File: src/rtl/v_pipe_query_walker.sv
// ---------------------------------------------------------------------------
// v_pipe_query_walker
//
// Query-bus initiator that dumps one product's list. A command latches the
// product ID, then levels 0..ENTRIES_N-1 are queried one at a time against a
// lookup pipeline that answers exactly one cycle after each query. Errored
// answers (busy / invalid level) are re-queried after a backoff. A level that
// keeps failing is skipped once its retries run out. Valid entries leave
// over a valid/ready stream. A one-cycle done pulse reports status and count.
//
// Ports
//   clk, arst_n            clock, asynchronous active-low reset
//   init_r                 table initialisation running; blocks new commands
//   i_cmd_vld / o_cmd_rdy  dump command handshake, i_cmd_prod_id = product
//   o_lut_vld/_prod_id/_level      query issue (never two cycles in a row)
//   i_lut_vld_r/_key/_size/_error/_listsize  response, one cycle after issue
//   o_ent_vld / i_ent_rdy  entry stream, o_ent_level/_key/_size payload
//   o_done_vld             single-cycle end-of-walk pulse
//   o_done_status          0 = OK, 1 = NORSP (missing response)
//   o_done_count           entries emitted in the last walk
//
// Width parameters stand in for the shared list types: ID_W (product ID),
// KEY_W (key), VOL_W (volume). Level and listsize widths follow ENTRIES_N.
// ---------------------------------------------------------------------------
module v_pipe_query_walker #(
  parameter int  ENTRIES_N   = 8,
  parameter int  RETRY_MAX   = 3,
  parameter int  BACKOFF_CYC = 5,
  parameter int  ID_W        = 8,
  parameter int  KEY_W       = 16,
  parameter int  VOL_W       = 16,
  localparam int LEVEL_W     = (ENTRIES_N > 1) ? $clog2(ENTRIES_N) : 1,
  localparam int LS_W        = $clog2(ENTRIES_N + 1)
) (
  input  logic               clk,
  input  logic               arst_n,
  input  logic               init_r,
  input  logic               i_cmd_vld,
  input  logic [ID_W-1:0]    i_cmd_prod_id,
  output logic               o_cmd_rdy,
  output logic               o_lut_vld,
  output logic [ID_W-1:0]    o_lut_prod_id,
  output logic [LEVEL_W-1:0] o_lut_level,
  input  logic               i_lut_vld_r,
  input  logic [KEY_W-1:0]   i_lut_key,
  input  logic [VOL_W-1:0]   i_lut_size,
  input  logic               i_lut_error,
  input  logic [LS_W-1:0]    i_lut_listsize,
  output logic               o_ent_vld,
  input  logic               i_ent_rdy,
  output logic [LEVEL_W-1:0] o_ent_level,
  output logic [KEY_W-1:0]   o_ent_key,
  output logic [VOL_W-1:0]   o_ent_size,
  output logic               o_done_vld,
  output logic [1:0]         o_done_status,
  output logic [LS_W-1:0]    o_done_count
);

  // Level counter carries one extra bit so stepping past the last level is
  // visible as a value >= ENTRIES_N instead of silently wrapping to 0.
  localparam int LVC_W = LEVEL_W + 1;
  localparam int RTY_W = (RETRY_MAX > 0) ? $clog2(RETRY_MAX + 1) : 1;
  localparam int BO_W  = (BACKOFF_CYC > 0) ? $clog2(BACKOFF_CYC + 1) : 1;

  localparam logic [LVC_W-1:0] LEVEL_END   = LVC_W'(ENTRIES_N);
  localparam logic [RTY_W-1:0] RETRY_LIM   = RTY_W'(RETRY_MAX);
  // BACKOFF always lasts at least one cycle, even with BACKOFF_CYC = 0.
  localparam logic [BO_W-1:0]  BO_LAST     = (BACKOFF_CYC > 0) ? BO_W'(BACKOFF_CYC - 1) : '0;
  localparam logic [LS_W-1:0]  TARGET_INIT = LS_W'(ENTRIES_N);
  localparam logic [1:0]       STAT_NORSP  = 2'd1;

  typedef enum logic [2:0] {
    S_IDLE, S_ISSUE, S_WAIT, S_BACKOFF, S_EMIT, S_DONE
  } state_t;

  state_t             state_reg, state_next;
  logic [ID_W-1:0]    prod_id_reg;
  logic [LVC_W-1:0]   level_reg;
  logic [RTY_W-1:0]   retry_reg;
  logic [BO_W-1:0]    backoff_reg;
  logic [LS_W-1:0]    count_reg;
  logic [LS_W-1:0]    target_reg;
  logic [1:0]         status_reg;
  logic [LEVEL_W-1:0] ent_level_reg;
  logic [KEY_W-1:0]   ent_key_reg;
  logic [VOL_W-1:0]   ent_size_reg;

  logic               cmd_fire;
  logic [LVC_W-1:0]   level_inc;
  logic [LS_W-1:0]    count_inc;
  logic               level_wrap;
  logic               retry_ok;
  logic               skip_end;
  logic               emit_end;

  // Shared decision terms. skip_end / emit_end are the NEXT decision taken
  // after a skipped level and after an emitted entry respectively; both use
  // the already-advanced level and (for emit) the already-incremented count.
  always_comb begin
    cmd_fire   = (state_reg == S_IDLE) && !init_r && i_cmd_vld;
    level_inc  = level_reg + LVC_W'(1);
    count_inc  = count_reg + LS_W'(1);
    level_wrap = (level_inc >= LEVEL_END);
    retry_ok   = (retry_reg < RETRY_LIM);
    skip_end   = level_wrap || (count_reg >= target_reg);
    emit_end   = level_wrap || (count_inc >= target_reg);
  end

  // State register
  always_ff @(posedge clk or negedge arst_n) begin
    if (!arst_n) state_reg <= S_IDLE;
    else         state_reg <= state_next;
  end

  // Next-state logic
  always_comb begin
    state_next = state_reg;
    case (state_reg)
      S_IDLE:    if (cmd_fire) state_next = S_ISSUE;
      S_ISSUE:   state_next = S_WAIT;
      S_WAIT: begin
        if (!i_lut_vld_r)     state_next = S_DONE;
        else if (i_lut_error) state_next = retry_ok ? S_BACKOFF : (skip_end ? S_DONE : S_ISSUE);
        else                  state_next = S_EMIT;
      end
      S_BACKOFF: if (backoff_reg == BO_LAST) state_next = S_ISSUE;
      S_EMIT:    if (i_ent_rdy) state_next = emit_end ? S_DONE : S_ISSUE;
      S_DONE:    state_next = S_IDLE;
      default:   state_next = S_IDLE;
    endcase
  end

  // Output decode
  always_comb begin
    o_cmd_rdy  = 1'b0;
    o_lut_vld  = 1'b0;
    o_ent_vld  = 1'b0;
    o_done_vld = 1'b0;
    case (state_reg)
      S_IDLE:  o_cmd_rdy  = !init_r;
      S_ISSUE: o_lut_vld  = 1'b1;
      S_EMIT:  o_ent_vld  = 1'b1;
      S_DONE:  o_done_vld = 1'b1;
      default: ;
    endcase
  end

  // Walk bookkeeping and entry holding registers
  always_ff @(posedge clk or negedge arst_n) begin
    if (!arst_n) begin
      prod_id_reg   <= '0;
      level_reg     <= '0;
      retry_reg     <= '0;
      backoff_reg   <= '0;
      count_reg     <= '0;
      target_reg    <= '0;
      status_reg    <= '0;
      ent_level_reg <= '0;
      ent_key_reg   <= '0;
      ent_size_reg  <= '0;
    end else begin
      case (state_reg)
        S_IDLE: begin
          if (cmd_fire) begin
            prod_id_reg <= i_cmd_prod_id;
            level_reg   <= '0;
            retry_reg   <= '0;
            count_reg   <= '0;
            target_reg  <= TARGET_INIT;
            status_reg  <= '0;
          end
        end
        S_WAIT: begin
          if (!i_lut_vld_r) begin
            status_reg <= STAT_NORSP;
          end else if (i_lut_error) begin
            // Error answers never touch target: their listsize is not trusted.
            if (retry_ok) begin
              retry_reg   <= retry_reg + RTY_W'(1);
              backoff_reg <= '0;
            end else begin
              level_reg <= level_inc;
              retry_reg <= '0;
            end
          end else begin
            ent_level_reg <= level_reg[LEVEL_W-1:0];
            ent_key_reg   <= i_lut_key;
            ent_size_reg  <= i_lut_size;
            target_reg    <= i_lut_listsize;
          end
        end
        S_BACKOFF: backoff_reg <= backoff_reg + BO_W'(1);
        S_EMIT: begin
          if (i_ent_rdy) begin
            count_reg <= count_inc;
            level_reg <= level_inc;
            retry_reg <= '0;
          end
        end
        default: ;
      endcase
    end
  end

  assign o_lut_prod_id = prod_id_reg;
  assign o_lut_level   = level_reg[LEVEL_W-1:0];
  assign o_ent_level   = ent_level_reg;
  assign o_ent_key     = ent_key_reg;
  assign o_ent_size    = ent_size_reg;
  assign o_done_status = status_reg;
  assign o_done_count  = count_reg;

endmodule

File: config.mk
export PLATFORM = sky130hd
export DESIGN_NAME = v_pipe_query_walker
export DESIGN_NICKNAME = d
export VERILOG_FILES = /design/src/rtl/v_pipe_query_walker.sv
export SDC_FILE = /design/constraint.sdc
export NUM_CORES = 1
export LEC_CHECK = 0
export BUFFER_PORTS_ARGS = -buffer_cell sky130_fd_sc_hd__buf_2
export CORE_AREA = 5 5 88 90
export DETAILED_ROUTE_END_ITERATION = 16
export DIE_AREA = 0 0 93 95
export PLACE_DENSITY = 0.73
export SYNTH_ARGS = -nofsm -noshare
export SYNTH_HDL_FRONTEND = slang
export SYNTH_SLANG_ARGS = --single-unit
export TNS_END_PERCENT = 50
File: constraint.sdc
create_clock -name clk -period 1.6 [get_ports clk]
set_input_delay 0.4 -clock clk [delete_from_list [all_inputs] [get_ports clk]]
set_output_delay 0.4 -clock clk [all_outputs]
set_load 0.01 [all_outputs]
==> summary.txt <==
Timing
  – RSZ-0062 raised after global routing: yes
  – Worst hold slack: 0.03780 ns
  – Fin crit period: 1.768 ns
  – Max Clock Skew: 0.01078 ns
  – Peak Freq: 565.5 MHz
  – Final hold vios: 0
  – Period utilization: 1.105
  – Final setup vio count: 7
  – Max-slew violations: 0
  – Final setup margin: -0.1684 ns

Critical path
  – Worst EP arrival: 1.37 ns
  – Critical path required time: 1.20 ns
  – Endpoint class of the critical path: output port
  – Crit path kind: reg -> out
  – Largest fanout on the critical path: 5
  – Worst setup SP type: register

Synth
  – Netlist cell types: 46
  – Syn_area_per_cell: 12.32 sq um
  – Yosys top cell area share: 0.5371
  – YS warnings: 0
  – Largest cells by area after synthesis: dfrtp_1 (54%), mux2_2 (15%), ha_1 (5.5%)
  – Seq cells post-synth: 64
  – Post-Syn Nets: 306
  – EDFF count, synth: 0
  – Async S/R FF share, synth: 1.000
  – Netlist Area Pre-Place: 2982 sq um
  – Synth Flop Type: dfrtp_1
  – Instance count of the mapped netlist: 242
  – Post-synth top area cell: dfrtp_1
  – Post-synthesis sequential area ratio: 0.5371

Route
  – DRC: 0
  – Pre-antenna DRT Iters: 4
  – Vias: 2385
  – Drt initial violations: 80
  – Final WL: 7188 microns
  – Wire per inst: 15.29 microns
  – Routed vias/inst: 5.074
  – Routed Antenna Nets: 0

Floorplan
  – Initial Util: 0.4271
  – I/O Pins: 107
  – Core Box Area: 6982 sq um
  – Rows: 31
  – Die span in x: 93 microns
  – Die footprint: 8835 sq um
  – Die H: 95 microns

CTS
  – CTS Sinks: 64
  – Clock root buffer: clkbuf_8
  – H-tree depth: 3
  – CTS tree: done
  – Clk slew on worst S/H paths: 0.07 ns
  – Clock Tree Buf Depth: 2
  – CTS Hold Bufs: 0
  – CTS buffer count: 9
  – Worst-Skew Late Latency: 0.32 ns

Power
  – Worst vdd ir: 1060 uV
  – Pwr per Cell Area: 1783 nW/um^2
  – Pint: 0.004862 W
  – Leak: 2.158 nW
  – Sw frac: 0.3594
  – Reg power frac: 0.360
  – Clock network fraction of total power: 0.160
  – Switching power: 0.002727 W
  – Comb power frac: 0.479

Placement
  – Detailed placement HPWL: 5263 microns
  – Post-placement cell area: 3809 sq um
  – Routability cong.: 0.9043
  – Placed Instances: 446
  – Port buffer count: 105

Global routing
  – GRT Resource Usage Total: 0.1644
  – Gr ovfl total: 0
  – Largest net degree at the start of global routing: 30
  – Initial antenna violation count: 0
  – Vias in the first global route: 2503
  – Global-route wire length before repair: 11350 microns

Final layout
  – Synth-to-Final Area Change: 42.76%
  – Ant. Diodes: 0
  – Cell Count, Final, Fillers Out: 470
  – Design area: 4257 sq um
  – Final #Nets: 448
  – Layout cells sized above 1: 0.6134

Run status
  – Outcome: finished, violations left
  – Failing checks: negative setup slack

Job
  – MaxCap Viol Count: 0

Hold path
  – Worst min-delay path category: in -> async
-- timing repair --
| action | CTS | global route |
|---|---|---|
| gates resized for setup | 19 | 33 |
| setup buffers | 6 | 4 |
| pin swaps | 5 | 17 |
| endpoints found under the setup margin | 13 | 28 |
-- metrics by stage --
| stage | setup WS (ns) | setup TNS, ns | power [W] | util |
|---|---|---|---|---|
| after floorplan | 0.0009605 | 0 | 0.004480 | - |
| after detailed placement | -0.09242 | -0.4612 | 0.005833 | 0.5455 |
| after CTS | -0.1556 | -0.4967 | 0.007378 | 0.5889 |
| final | -0.1684 | -0.5120 | 0.007589 | 0.6097 |
| after global routing | -0.1987 | -1.263 | 0.008117 | 0.6097 |
| after global placement | -0.03993 | -0.1992 | 0.005720 | 0.5455 |
-- worst max-delay path, stage by stage (launching register included) --
cell and delay, ns:
dfrtp_2 0.45, buf_6 0.15, nor3b_4 0.25, buf_2 0.18
-- path summary, 6_finish.rpt --
kind	from	end	slack [ns]	cells past startpoint
min in group clk	i_lut_key[9]	o_ent_key[9]$_DFFE_PN0P_	0.29	2
max in group asynchronous	arst_n	state_reg[2]$_DFFE_PN0P_	1.03	2
max reg2reg	state_reg[2]$_DFFE_PN0P_	backoff_reg[0]$_DFFE_PN0P_	-0.05	5
min	arst_n	o_ent_key[9]$_DFFE_PN0P_	0.04	1
max	state_reg[0]$_DFFE_PN0P_	o_ent_vld	-0.17	3
min reg2reg	o_ent_key[9]$_DFFE_PN0P_	o_ent_key[9]$_DFFE_PN0P_	0.50	1
-- area by class of cell --
cell class | count | area [sq um]
Fill cell | 585 | 2725
Inverter | 10 | 37.54
Clock inverter | 3 | 17.52
Timing Repair Buffer | 143 | 899.6
Multi-Input combinational cell | 156 | 1439
Sequential cell | 64 | 1605
Clock buffer | 12 | 155.1
Tap cell | 82 | 102.6
-- power groups by stage --
stage / Combinational (W) / Clock [W] / Sequential (W)
after floorplan: 0.00151 / 0 / 0.00297
after global placement: 0.00301 / 0 / 0.00271
after detailed placement: 0.00307 / 0 / 0.00276
after CTS: 0.00339 / 0.00126 / 0.00273
after global routing: 0.00396 / 0.00133 / 0.00282
final: 0.00364 / 0.00122 / 0.00274
-- cell families after synthesis --
group,share of synthesized area
other,0.001258
AOI/OAI and AO/OA,0.07890
DFF,0.5371
adders and majority gates,0.05455
xor gates and xnor gates,0.01175
muxes,0.1620
and+or+nand+nor,0.1141
buffers and inverters,0.04029
-- layer usage --
| metal | part of all wire | GRT usage | vias to the layer above |
|---|---|---|---|
| met3 | 0.048 | 0.03745 | 12 |
| met5 | 0 | 0 | - |
| met2 | 0.54 | 0.2903 | 65 |
| li1 | - | - | 1129 |
| met4 | 0.021 | 0.07448 | 0 |
| met1 | 0.39 | 0.1901 | 1179 |
-- layout by cell type, fill, tap and decap left out, types with 4 or more instances in the layout --
cell type | Yosys | routed
buf_4 | 4 | 26
clkbuf_8 | 0 | 11
nand3_2 | 0 | 6
buf_12 | 0 | 5
mux2_2 | 40 | 40
dfrtp_1 | 64 | 61
nor2_1 | 8 | 6
buf_2 | 6 | 105
ha_1 | 13 | 12
o21ai_1 | 3 | 7
nand2_1 | 17 | 15
nand3_1 | 12 | 6
buf_6 | 2 | 7
o21ai_2 | 0 | 4
inv_1 | 10 | 10
o21ai_0 | 14 | 6
-- cells in the mapped netlist, types with 3 or more instances --
master    number
o21ai_0       14
buf_4          4
o21ai_1        3
dfrtp_1       64
buf_2          6
nand3_1       12
a21oi_1        4
nor2b_1        3
nand2_1       17
mux2_2        40
nor2_1         8
inv_1         10
and3_1         3
nand2b_1       4
ha_1          13
(Power assumes the default switching activity.)
